<file path="src/rtl/proc_pkg.sv">
// ============================================================================
// Module   : proc_pkg
// Purpose  : Shared states, fault codes, NOP word and default field widths
//            for the 8-bit processor datapath.
// Revision : 1.0 - initial release
// ============================================================================
`default_nettype none

package proc_pkg;

  localparam logic [1:0] ST_LOAD  = 2'd0;
  localparam logic [1:0] ST_RUN   = 2'd1;
  localparam logic [1:0] ST_FAULT = 2'd2;

  localparam logic [1:0] FC_NONE   = 2'd0;
  localparam logic [1:0] FC_RANGE  = 2'd1;
  localparam logic [1:0] FC_PARITY = 2'd2;

  localparam int DEF_DATA_W = 8;
  localparam int DEF_DEPTH  = 16;
  localparam int DEF_ADDR_W = 8;
  localparam int DEF_OPC_W  = 3;
  localparam int DEF_RS_W   = 2;

  localparam logic [DEF_DATA_W-1:0] NOP = '0;

endpackage

`default_nettype wire

</file>
<file path="src/rtl/instr_field_decode.sv">
// ============================================================================
// Module   : instr_field_decode
// Purpose  : Splits an instruction word into opcode, Rs and a sign-extended
//            immediate; the immediate spans every bit below the opcode.
// Revision : 1.0 - initial release
// ============================================================================
`default_nettype none

module instr_field_decode
  import proc_pkg::*;
#(
  parameter int DATA_W = DEF_DATA_W,
  parameter int OPC_W  = DEF_OPC_W,
  parameter int RS_W   = DEF_RS_W
) (
  input  logic [DATA_W-1:0] i_instr,
  output logic [OPC_W-1:0]  o_opcode,
  output logic [RS_W-1:0]   o_rs,
  output logic [DATA_W-1:0] o_imm_ext
);

  localparam int IMM_W = DATA_W - OPC_W;

  assign o_opcode  = i_instr[DATA_W-1 -: OPC_W];
  assign o_rs      = i_instr[DATA_W-OPC_W-1 -: RS_W];
  assign o_imm_ext = {{OPC_W{i_instr[IMM_W-1]}}, i_instr[IMM_W-1:0]};

endmodule

`default_nettype wire

</file>
<file path="src/rtl/instr_fetch_mem.sv">
// ============================================================================
// Module   : instr_fetch_mem
// Purpose  : Loadable instruction memory with registered, stallable fetch,
//            field decode and sticky range/parity fault.
//            Optional macro PARITY_CHECK_EN adds a stored even-parity bit.
// Revision : 1.0 - initial release
// ============================================================================
`default_nettype none

module instr_fetch_mem
  import proc_pkg::*;
#(
  parameter int DATA_W = DEF_DATA_W,
  parameter int DEPTH  = DEF_DEPTH,
  parameter int ADDR_W = DEF_ADDR_W,
  parameter int OPC_W  = DEF_OPC_W,
  parameter int RS_W   = DEF_RS_W
) (
  input  logic              clock,
  input  logic              reset,
  input  logic              load_we,
  input  logic [ADDR_W-1:0] load_addr,
  input  logic [DATA_W-1:0] load_data,
  input  logic              run_start,
  input  logic [ADDR_W-1:0] pccounter,
  input  logic              fetch_req,
  input  logic              stall,
  output logic [DATA_W-1:0] instr_q,
  output logic              instr_valid,
  output logic [OPC_W-1:0]  saidacontrolunit,
  output logic [RS_W-1:0]   saidaRs,
  output logic [DATA_W-1:0] saidaextendsinal,
  output logic              load_err,
  output logic              fault,
  output logic [1:0]        fault_code,
  output logic [1:0]        state_o
);

  localparam int              IDX_W     = (DEPTH > 1) ? $clog2(DEPTH) : 1;
  localparam logic [ADDR_W:0] DEPTH_LIM = (ADDR_W+1)'(DEPTH);

  logic [1:0]        state_q, state_d;
  logic [DATA_W-1:0] instr_d;
  logic              valid_q, valid_d;
  logic              err_q, err_d;
  logic              fault_q, fault_d;
  logic [1:0]        code_q, code_d;
  logic [DATA_W-1:0] mem_q [DEPTH];
  logic [DATA_W-1:0] mem_d [DEPTH];

  // Compare with one extra bit so DEPTH == 2**ADDR_W is still representable.
  logic              load_in_range, pc_in_range, par_err;
  logic [IDX_W-1:0]  load_idx, pc_idx;

  assign load_in_range = {1'b0, load_addr} < DEPTH_LIM;
  assign pc_in_range   = {1'b0, pccounter} < DEPTH_LIM;
  assign load_idx      = load_addr[IDX_W-1:0];
  assign pc_idx        = pccounter[IDX_W-1:0];

`ifdef PARITY_CHECK_EN
  logic par_q [DEPTH];
  logic par_d [DEPTH];
  assign par_err = ^{mem_q[pc_idx], par_q[pc_idx]};
`else
  assign par_err = 1'b0;
`endif

  always_comb begin
    state_d = state_q;
    instr_d = instr_q;
    valid_d = valid_q;
    err_d   = 1'b0;
    fault_d = fault_q;
    code_d  = code_q;
    mem_d   = mem_q;
`ifdef PARITY_CHECK_EN
    par_d   = par_q;
`endif
    case (state_q)
      ST_LOAD: begin
        valid_d = 1'b0;
        if (load_we) begin
          if (load_in_range) begin
            mem_d[load_idx] = load_data;
`ifdef PARITY_CHECK_EN
            par_d[load_idx] = ^load_data;
`endif
          end else begin
            err_d = 1'b1;
          end
        end
        if (run_start) state_d = ST_RUN;
      end
      ST_RUN: begin
        err_d = load_we;
        if (!stall) begin
          if (fetch_req) begin
            if (!pc_in_range || par_err) begin
              state_d = ST_FAULT;
              instr_d = DATA_W'(NOP);
              valid_d = 1'b0;
              fault_d = 1'b1;
              code_d  = pc_in_range ? FC_PARITY : FC_RANGE;
            end else begin
              instr_d = mem_q[pc_idx];
              valid_d = 1'b1;
            end
          end else begin
            valid_d = 1'b0;
          end
        end
      end
      ST_FAULT: begin
        valid_d = 1'b0;
        fault_d = 1'b1;
      end
      default: begin
        state_d = ST_LOAD;
        valid_d = 1'b0;
      end
    endcase
  end

  always_ff @(posedge clock) begin
    if (reset) begin
      state_q <= ST_LOAD;
      instr_q <= DATA_W'(NOP);
      valid_q <= 1'b0;
      err_q   <= 1'b0;
      fault_q <= 1'b0;
      code_q  <= FC_NONE;
      for (int i = 0; i < DEPTH; i++) begin
        mem_q[i] <= DATA_W'(NOP);
`ifdef PARITY_CHECK_EN
        par_q[i] <= 1'b0;
`endif
      end
    end else begin
      state_q <= state_d;
      instr_q <= instr_d;
      valid_q <= valid_d;
      err_q   <= err_d;
      fault_q <= fault_d;
      code_q  <= code_d;
      mem_q   <= mem_d;
`ifdef PARITY_CHECK_EN
      par_q   <= par_d;
`endif
    end
  end

  assign instr_valid = valid_q;
  assign load_err    = err_q;
  assign fault       = fault_q;
  assign fault_code  = code_q;
  assign state_o     = state_q;

  instr_field_decode #(
    .DATA_W (DATA_W),
    .OPC_W  (OPC_W),
    .RS_W   (RS_W)
  ) u_decode (
    .i_instr   (instr_q),
    .o_opcode  (saidacontrolunit),
    .o_rs      (saidaRs),
    .o_imm_ext (saidaextendsinal)
  );

endmodule

`default_nettype wire

</file>
<file path="config.mk">
export PLATFORM = sky130hd
export DESIGN_NAME = instr_fetch_mem
export DESIGN_NICKNAME = d
export VERILOG_FILES = /design/src/rtl/proc_pkg.sv /design/src/rtl/instr_field_decode.sv /design/src/rtl/instr_fetch_mem.sv
export SDC_FILE = /design/constraint.sdc
export NUM_CORES = 1
export LEC_CHECK = 0
export CELL_PAD_IN_SITES_DETAIL_PLACEMENT = 1
export CELL_PAD_IN_SITES_GLOBAL_PLACEMENT = 1
export CORE_ASPECT_RATIO = 0.8
export CORE_MARGIN = 5
export CORE_UTILIZATION = 41
export DETAILED_ROUTE_END_ITERATION = 10
export GPL_TIMING_DRIVEN = 0
export PLACE_DENSITY_LB_ADDON = 0.05
export SYNTH_ARGS = -nofsm -noshare
export SYNTH_HDL_FRONTEND = slang
export SYNTH_SLANG_ARGS = --single-unit
export TNS_END_PERCENT = 1
</file>
<file path="constraint.sdc">
create_clock -name clock -period 2.3 [get_ports clock]
set_clock_uncertainty 0.15 [all_clocks]
set_input_delay 0.23 -clock clock [delete_from_list [all_inputs] [get_ports clock]]
set_output_delay 0.23 -clock clock [all_outputs]
set_load 0.03 [all_outputs]
</file>
# Word level (Yosys, flattened, before mapping)
# Index checks and enable logic that the tools add are counted.
# op_classes
magnitude_cmp	5
n_eq_ne	6
muxes	21
n_bitwise	6
n_reduce_logical	9
# op_table
cell	n
128-bit bitwise mux	1
8-bit binary-select mux with 4-bit select	1
8-bit demux with 4-bit select	1
8-bit 2-to-1 mux	4
8-bit by 5-bit < comparator with 1-bit output, second input constant	2
5-bit greater-or-equal comparator, second input constant	2
4-bit inverter with 5-bit output	2
2-bit 2-to-1 mux	4
2-bit inequality test, second input constant	4
4-bit AND reduction	2
1-bit 2-to-1 mux	7
2-bit one-hot mux with 3 select lines	1
3-bit AND reduction	2
5-bit by 1-bit < comparator with 1-bit output, second input constant	1
5-bit AND reduction	1
1-bit inverter	4
1-bit one-hot mux with 2 select lines	2
2-bit by 1-bit equality test with 1-bit output, second input constant	1
2-bit equality test, second input constant	1
2-bit zero test	1
2-bit nonzero test	1
2-bit OR reduction	1
1-bit logical AND	1
# totals
reg_bits	142
in_bits	30
out_inout_bits	28

# Longest topological paths before layout
# logic_depth
ltp_word	6
mapped_depth	7
mapped_depth_nobuf	4

# Modules after synthesis
# A second synthesis with hierarchy kept.
# hier_totals
hier_cells	606
hier_area_um2	6443.7
# modules_own_cells
module	instances	cells_each	area_per_inst_um2	seq_area_each_um2
instr_fetch_mem	1	593	6346.1	2842.7
instr_field_decode	1	13	97.6	0.0

# Worst setup path before layout
# No wires, ideal clock.
# synth_timing
kind	input to register
start	in pccounter[3]
end	reg instr_q[0]
t_arrival_ns	1.988
required_ns	2.033
path_slack_ns	0.045
cell_stages	6
n_path_buf	2
path_cell_list	clkbuf_1 -> buf_1 -> mux4_2 -> mux2_2 -> a22oi_1 -> nand2_1
# synth_between
elab_chain_len	5
word_cells_on_any_way	6
# synth_rtl
element	line_no	text
start: declaration	instr_fetch_mem.sv:25	input logic [ADDR_W-1:0] pccounter,
4-bit inverter with 5-bit output (not written as such)	instr_fetch_mem.sv:105	instr_d = mem_q[pc_idx];
8-bit binary-select mux with 4-bit select	instr_fetch_mem.sv:105	
8-bit 2-to-1 mux (not written as such) (2 in a row)	instr_fetch_mem.sv:105	
8-bit 2-to-1 mux *	instr_fetch_mem.sv:98	if (!pc_in_range || par_err) begin
end signal: assignment	instr_fetch_mem.sv:127	instr_q <= DATA_W'(NOP);
end signal: assignment	instr_fetch_mem.sv:140	instr_q <= instr_d;
end: declaration	instr_fetch_mem.sv:28	output logic [DATA_W-1:0] instr_q,
# Mark *: on every way between the ends. The rest lies on a longest branch, timed or not. The select of a mux whose other input is x is not followed.
# A chain may end at the register's enable or synchronous reset.

# Worst setup path after layout
# layout_timing
start	reg state_q[1], in the netlist state_o[1]
end	reg mem_q[92] in the netlist's numbering
# layout_between
elab_chain_len	2
# layout_rtl
element	line_no	text
start: declaration	instr_fetch_mem.sv:42	logic [1:0] state_q, state_d;
start signal: assignment	instr_fetch_mem.sv:139	state_q <= state_d;
2-bit zero test	instr_fetch_mem.sv:79	case (state_q)
3-bit AND reduction (no line)	-	
end signal: indexed assignment	instr_fetch_mem.sv:133	mem_q[i] <= DATA_W'(NOP);
end signal: assignment	instr_fetch_mem.sv:145	mem_q <= mem_d;
end: declaration	instr_fetch_mem.sv:48	logic [DATA_W-1:0] mem_q [DEPTH];
# Every way passes these cells.

==> metrics.cfg <==
[floorplan]
fp.dieW_um = 150
die_area_mm2 = 0.0184
core_region_area_mm2 = 0.0156
io-pin-count = 58
dieHeight_um = 122
num_rows = 41
start_util_pct = 41.4

[status]
status = complete, but fails checks
violations = negative setup slack

[yosys]
syn_inst = 628
netlist_top_cells_count = 142 x dfxtp_1, 100 x nor2_1, 97 x mux2i_1
synth-adder-area-share_pct = 0
synth_compound_area_share_pct = 5.17
yosysWarnings = 0
synth_cell_type_count = 36
synth_nets = 658
synth-edff-count = 0
synth_xor_area_share_pct = 0
synthArstFlopShare_pct = 0
synth_top_family_by_area = multiplexers
synthTopCellsByArea = dfxtp_1 44%, mux2i_1 15%, mux4_2 11%
synth_simple_gate_area_share_pct = 16.7
synthMuxAreaShare_pct = 29.0
ys_seq_area_share_pct = 44.0
synth_flop_cell = dfxtp_1
ys_seq_elements = 142
synth_top_area_share_pct = 44.0
yosys.area.top_type = dfxtp_1
synth.most_common_cell = dfxtp_1
syn_area_per_cell_um2 = 10.3
syn_area_mm2 = 0.00646

[setup_path]
rr_startpoint = state_o[1]
start_kind = register
critPathKind = reg2reg
cp.arrival_ns = 2.60
rr_worst_depth = 6
reg2reg_to = mem_q[92]
r2r_slack_ns = -0.17
required_ns = 2.43
cp_max_fo = 10
critPathCaptureType = register

[placed_design]
numPlacedInstances = 894
dpl.hpwl_mm = 15.1
numPortBuffers = 51
place_area_mm2 = 0.00724
pre_cts_slack_ns = -0.815
place_congestion = 0.826

[drt]
num_vias = 5084
drtPass1Iterations = 4
wirelength_mm = 21.9
remaining_drc_errors = 0
antenna_left = 0
via_per_inst = 5.47
drt-wirelength-per-cell_um = 23.6
initialDrtViolationCount = 293

[cells_and_area]
drive_gt1_share_pct = 19.0
syn2layout_area_growth_pct = 24.4
final_util_pct = 51.5
final_area_mm2 = 0.00803
stdcell_count = 929
diodes = 0
final_nets = 731

[timing]
setup_viol = 42
finalHoldViolations = 0
rsz0062_at_grt = yes
timing.final.crit_share_pct = 108
finalCriticalPeriod_ns = 2.47
relSlewSlack_pct = 19.8
max_freq_ghz = 0.404
worst_pin_slew_ns = 1.19
fin_tns_setup_ns = -3.60
setup_ws_ns = -0.173
hold_ws_ns = 0.0954
slew_violations = 0

[clock_network]
clock_sinks = 142
clk_pin_slew_worst_paths_ns = 0.06
clockRootBuffer = clkbuf_16
insertion_delay_ns = 0.42
clock_path_buffers = 2
numCtsBuffers = 17
hold_buffers = 0
cts_tree = built
h-tree-depth = 4

[pwr]
vdd_drop_max_mv = 0.476
power.density_mw_per_mm2 = 735
p_leak_nw = 3.21
power.total_mw = 5.90

[hold_path]
worstHoldStart = load_addr[1]
hold_depth = 4
worst_hold_path.endpoint = mem_q[82]
hold_path_class = in2reg

[global_route]
antenna_found_initial = 0
gr-usage-met2_pct = 40.2
gr-usage-met1_pct = 32.3
use_met3_pct = 5.68
grt_pass1_vias = 5537
grt_overflow = 0
grt_max_degree = 17
busiest_layer = met2
grt_first_pass_wirelength_mm = 33.1
grt_usage_pct = 24.8

[flow_run]
drv_cap = 0

flip-flops by register name (all words and copies together), names as in the netlist:
signal and count:
instr_q 8, fault_code 1, mem_q 128, fault 1
instr_valid 1, state_o 2, load_err 1
what timing repair did:
| action | in CTS | in global routing |
|---|---|---|
| gates resized for setup | 29 | 8 |
| setup buffers | 2 | 1 |
| pin swaps | 5 | 6 |
| endpoints found under the setup margin | 130 | 97 |
power by group:
part | total [mW] | switching, mW | internal, mW
registers | 2.47 | 0.00472 | 2.47
clock network | 3.06 | 1.08 | 1.98
logic | 0.376 | 0.253 | 0.123
total | 5.90 | 1.33 | 4.57
cell type report:
type                       count  area (um^2)
multi-input combinational    419         3330
sequential                   142         2840
clock inverter                11          186
buffer                        65          375
fill                        1747         7560
clock buffer                  21          460
tap                          215          269
timing repair buffer          54          556
inverter                       2         7.51
worst max-delay path: stages, from the launching register on:
cell,delay (ns)
dfxtp_2,0.35
or4b_1,0.53
clkbuf_1,0.28
or4_1,0.47
clkbuf_1,0.31
nand2_1,0.16
a21oi_1,0.07
per-layer routing:
layer / routed length [um] / share of wire (%)
met1: 9510 / 43
met2: 10400 / 48
met3: 1650 / 7.5
met4: 308 / 1.4
met5: 0 / 0
cells in the final DEF (no fill, tap or decap), drive strengths merged:
master and instances:
dfxtp 142, nor2 100, mux2i 97, clkbuf 59
nand2 53, clkdlybuf4s50 46, a21oi 37, mux4 32
buf 27, nand3 17, o21ai 16, mux2 16
nor4 9, a22oi 8, or4 6, bufinv 5
nand2b 4, nand4b 4, clkinv 4, dlygate4sd2 4
nor4b 4, nand4 3, clkdlybuf4s15 3, nor4bb 3
inv 3, or2 2, or4b 2, nor3 2
and2 1, or4bb 1, o22a 1, conb 1
clkinvlp 1, dlymetal6s2s 1
cells by family after synthesis:
logic type      Yosys count
flops                   142
simple gates            211
compound gates           62
mux                     145
buf+inv                  67
other cells               1
how the worst max path moves through the flow:
stage,startpoint,endpoint,slack (ns),cells after the start
2_1_floorplan,pccounter[3],instr_q[0],0.05,6
3_3_place_gp,load_addr[2],mem_q[30],-0.77,6
3_5_place_dp,load_addr[2],mem_q[28],-0.81,6
4_1_cts,load_addr[2],mem_q[89],-0.34,6
5_1_grt,state_o[1],mem_q[92],-0.28,6
6_report,state_o[1],mem_q[92],-0.17,6
Power figures use the tool's default switching activity.
==> RTL edit, RTL diff (config.mk and constraints unchanged) <==
Remove the register `err_q`: a continuous assignment takes its place, so the output `load_err` follows one clock earlier.
--- a/src/rtl/instr_fetch_mem.sv
+++ b/src/rtl/instr_fetch_mem.sv
@@ -128,3 +128,2 @@
       valid_q <= 1'b0;
-      err_q   <= 1'b0;
       fault_q <= 1'b0;
@@ -141,3 +140,2 @@
       valid_q <= valid_d;
-      err_q   <= err_d;
       fault_q <= fault_d;
@@ -150,2 +148,4 @@
   end
+
+  assign err_q = err_d;
 
Function: changed (Yosys sat finds a counterexample within 4 cycles, from zero or initial values and one cycle with reset high).
==> RTL edit against the unedited design <==
- setup slack improved by 180 ps
- synthesized cell count decreased by 8.9%
- via count decreased by 7.4%
- area after synthesis increased by 0.45%
- die area increased by 0.41%
- sequential cell count decreased by 1
- cell area decreased by 2.0%
- non-clock buffer count decreased by 11
- total power decreased by 9.4%
- routed wire length decreased by 5.4%
- critical endpoint is now mem_q[0]
- largest cell class unchanged
==> RTL edit: results (changes against the unedited design) <==
- Outcome: finished, final reports clean
- Top post-synthesis cells by area: dfxtp_1 (44%), mux2i_1 (21%), mux4_2 (11%)
- Gate Count Post-Synth: 572 (-8.9%)
- Depth of the worst hold-timing path: 3 (-1)
- Post-synthesis mux area share: 33.5% (+4.5 points)
- Reg2reg path depth: 4 (-2)
- Internal Pwr Total: 4060 uW (-11%)
- R2R setup slack: 7 ps (+180 ps)
- Leak: 0.00313 uW (-2.5%)
- Seq area share: 35.9% (+0.49 points)
- Hold Crit Start: reset
- Crit Path Max Fanout: 9 (-1)
- Cells resized by post-CTS repair: 19 (-34%)
- Min-Delay Endpoint: fault
- CTS sink cnt: 141 (-0.70%)
- Crit path arrival time: 2430 ps (-170 ps)
- Reg2Reg Capture Point: mem_q[0]
- Layout net count: 673 (-7.9%)
- GP Congestion: 0.790 (-4.4%)
- Die width: 151 um (+0.21%)
- Post-DP Area: 0.00726 mm2 (+0.17%)
- Seq/Total Area, Yosys: 43.5% (-0.50 points)
- # clk buffers: 25 (+19%)
- Final non-clock buffer share: 11.5% (-0.068 points)
- Clk pwr: 2520 uW (-18%)
- Power per cell area: 680 mW/mm2 (-7.5%)
- Synthesized net count: 602 (-8.5%)
- Vias: 4706 (-7.4%)
- Non-Clock Buffer Count: 108 (-9.2%)
- Dpl hpwl: 13900 um (-7.7%)
- Clock buf/inv share: 6.77% (-1.3 points)
- Vias in the first global route: 5114 (-7.6%)
- Hold WS: 81.9 ps (-13.4 ps)
- # diodes: 0 (unchanged)
- Multi-In Gates: 373 (-11%)
- Postcts setup bufs: 1 (-1)
- Layout cells sized above 1: 20.6% (+1.5 points)
- Fillers: 1676 (-4.1%)
- First-pass GRT wire length: 31400 um (-5.2%)
- Netlist cell types: 41 (+14%)
- Synth cell count leaders: dfxtp_1 (141), nor2_1 (139), mux2i_1 (136), mux4_2 (32), buf_4 (15)
- Rel. slew slack: 30.1% (+10 points)
- All-Layer GR Usage: 23.4% (-1.3 points)
- IO Port Bufs: 50 (-2.0%)
- Placed cell count: 837 (-6.4%)
- DR iter-0 viols: 357 (+22%)
- Peak supply drop: 0.000511 V (+7.2%)
- Final instance area: 0.00787 mm2 (-2.0%)
- Compound-gate portion of the synthesized area: 1.83% (-3.3 points)
- DR vias/cell: 5.40 (-1.3%)
==> RTL edit: cell count changes in the layout (fill, tap and decap cells not counted), moves of 16 or more <==
cell / change
nand2_1: -50
mux2i_1: +39
nor2_1: +39
a21oi_1: -34
nand3_1: -17
o21ai_0: -16
==> RTL edit: worst max path at each step <==
stage	start	end	slack (ps)	depth (start not counted)
3_5_place_dp	pccounter[6]	instr_q[5]	-670	5
2_1_floorplan	state_o[0]	load_err	160	4
6_report	state_o[1]	mem_q[0]	7	4
4_1_cts	load_addr[0]	mem_q[98]	-10	6
5_1_grt	state_o[1]	mem_q[3]	-40	4
3_3_place_gp	pccounter[6]	instr_q[5]	-670	5
==> RTL edit: worst max-delay path, stage by stage (launching register included) <==
cell	delay (ps)
dfxtp_4	370
nand4b_1	390
nor4_4	910
mux2i_1	270
nor2_1	60
==> RTL edit: metal layers <==
layer	GRT usage [%]	vias to the layer above	wire length, um
met2	38.9	137	10100
met5	0	-	0
met1	30.9	2383	8940
met3	5.06	12	1400
met4	7.19	0	232
li1	-	2174	-
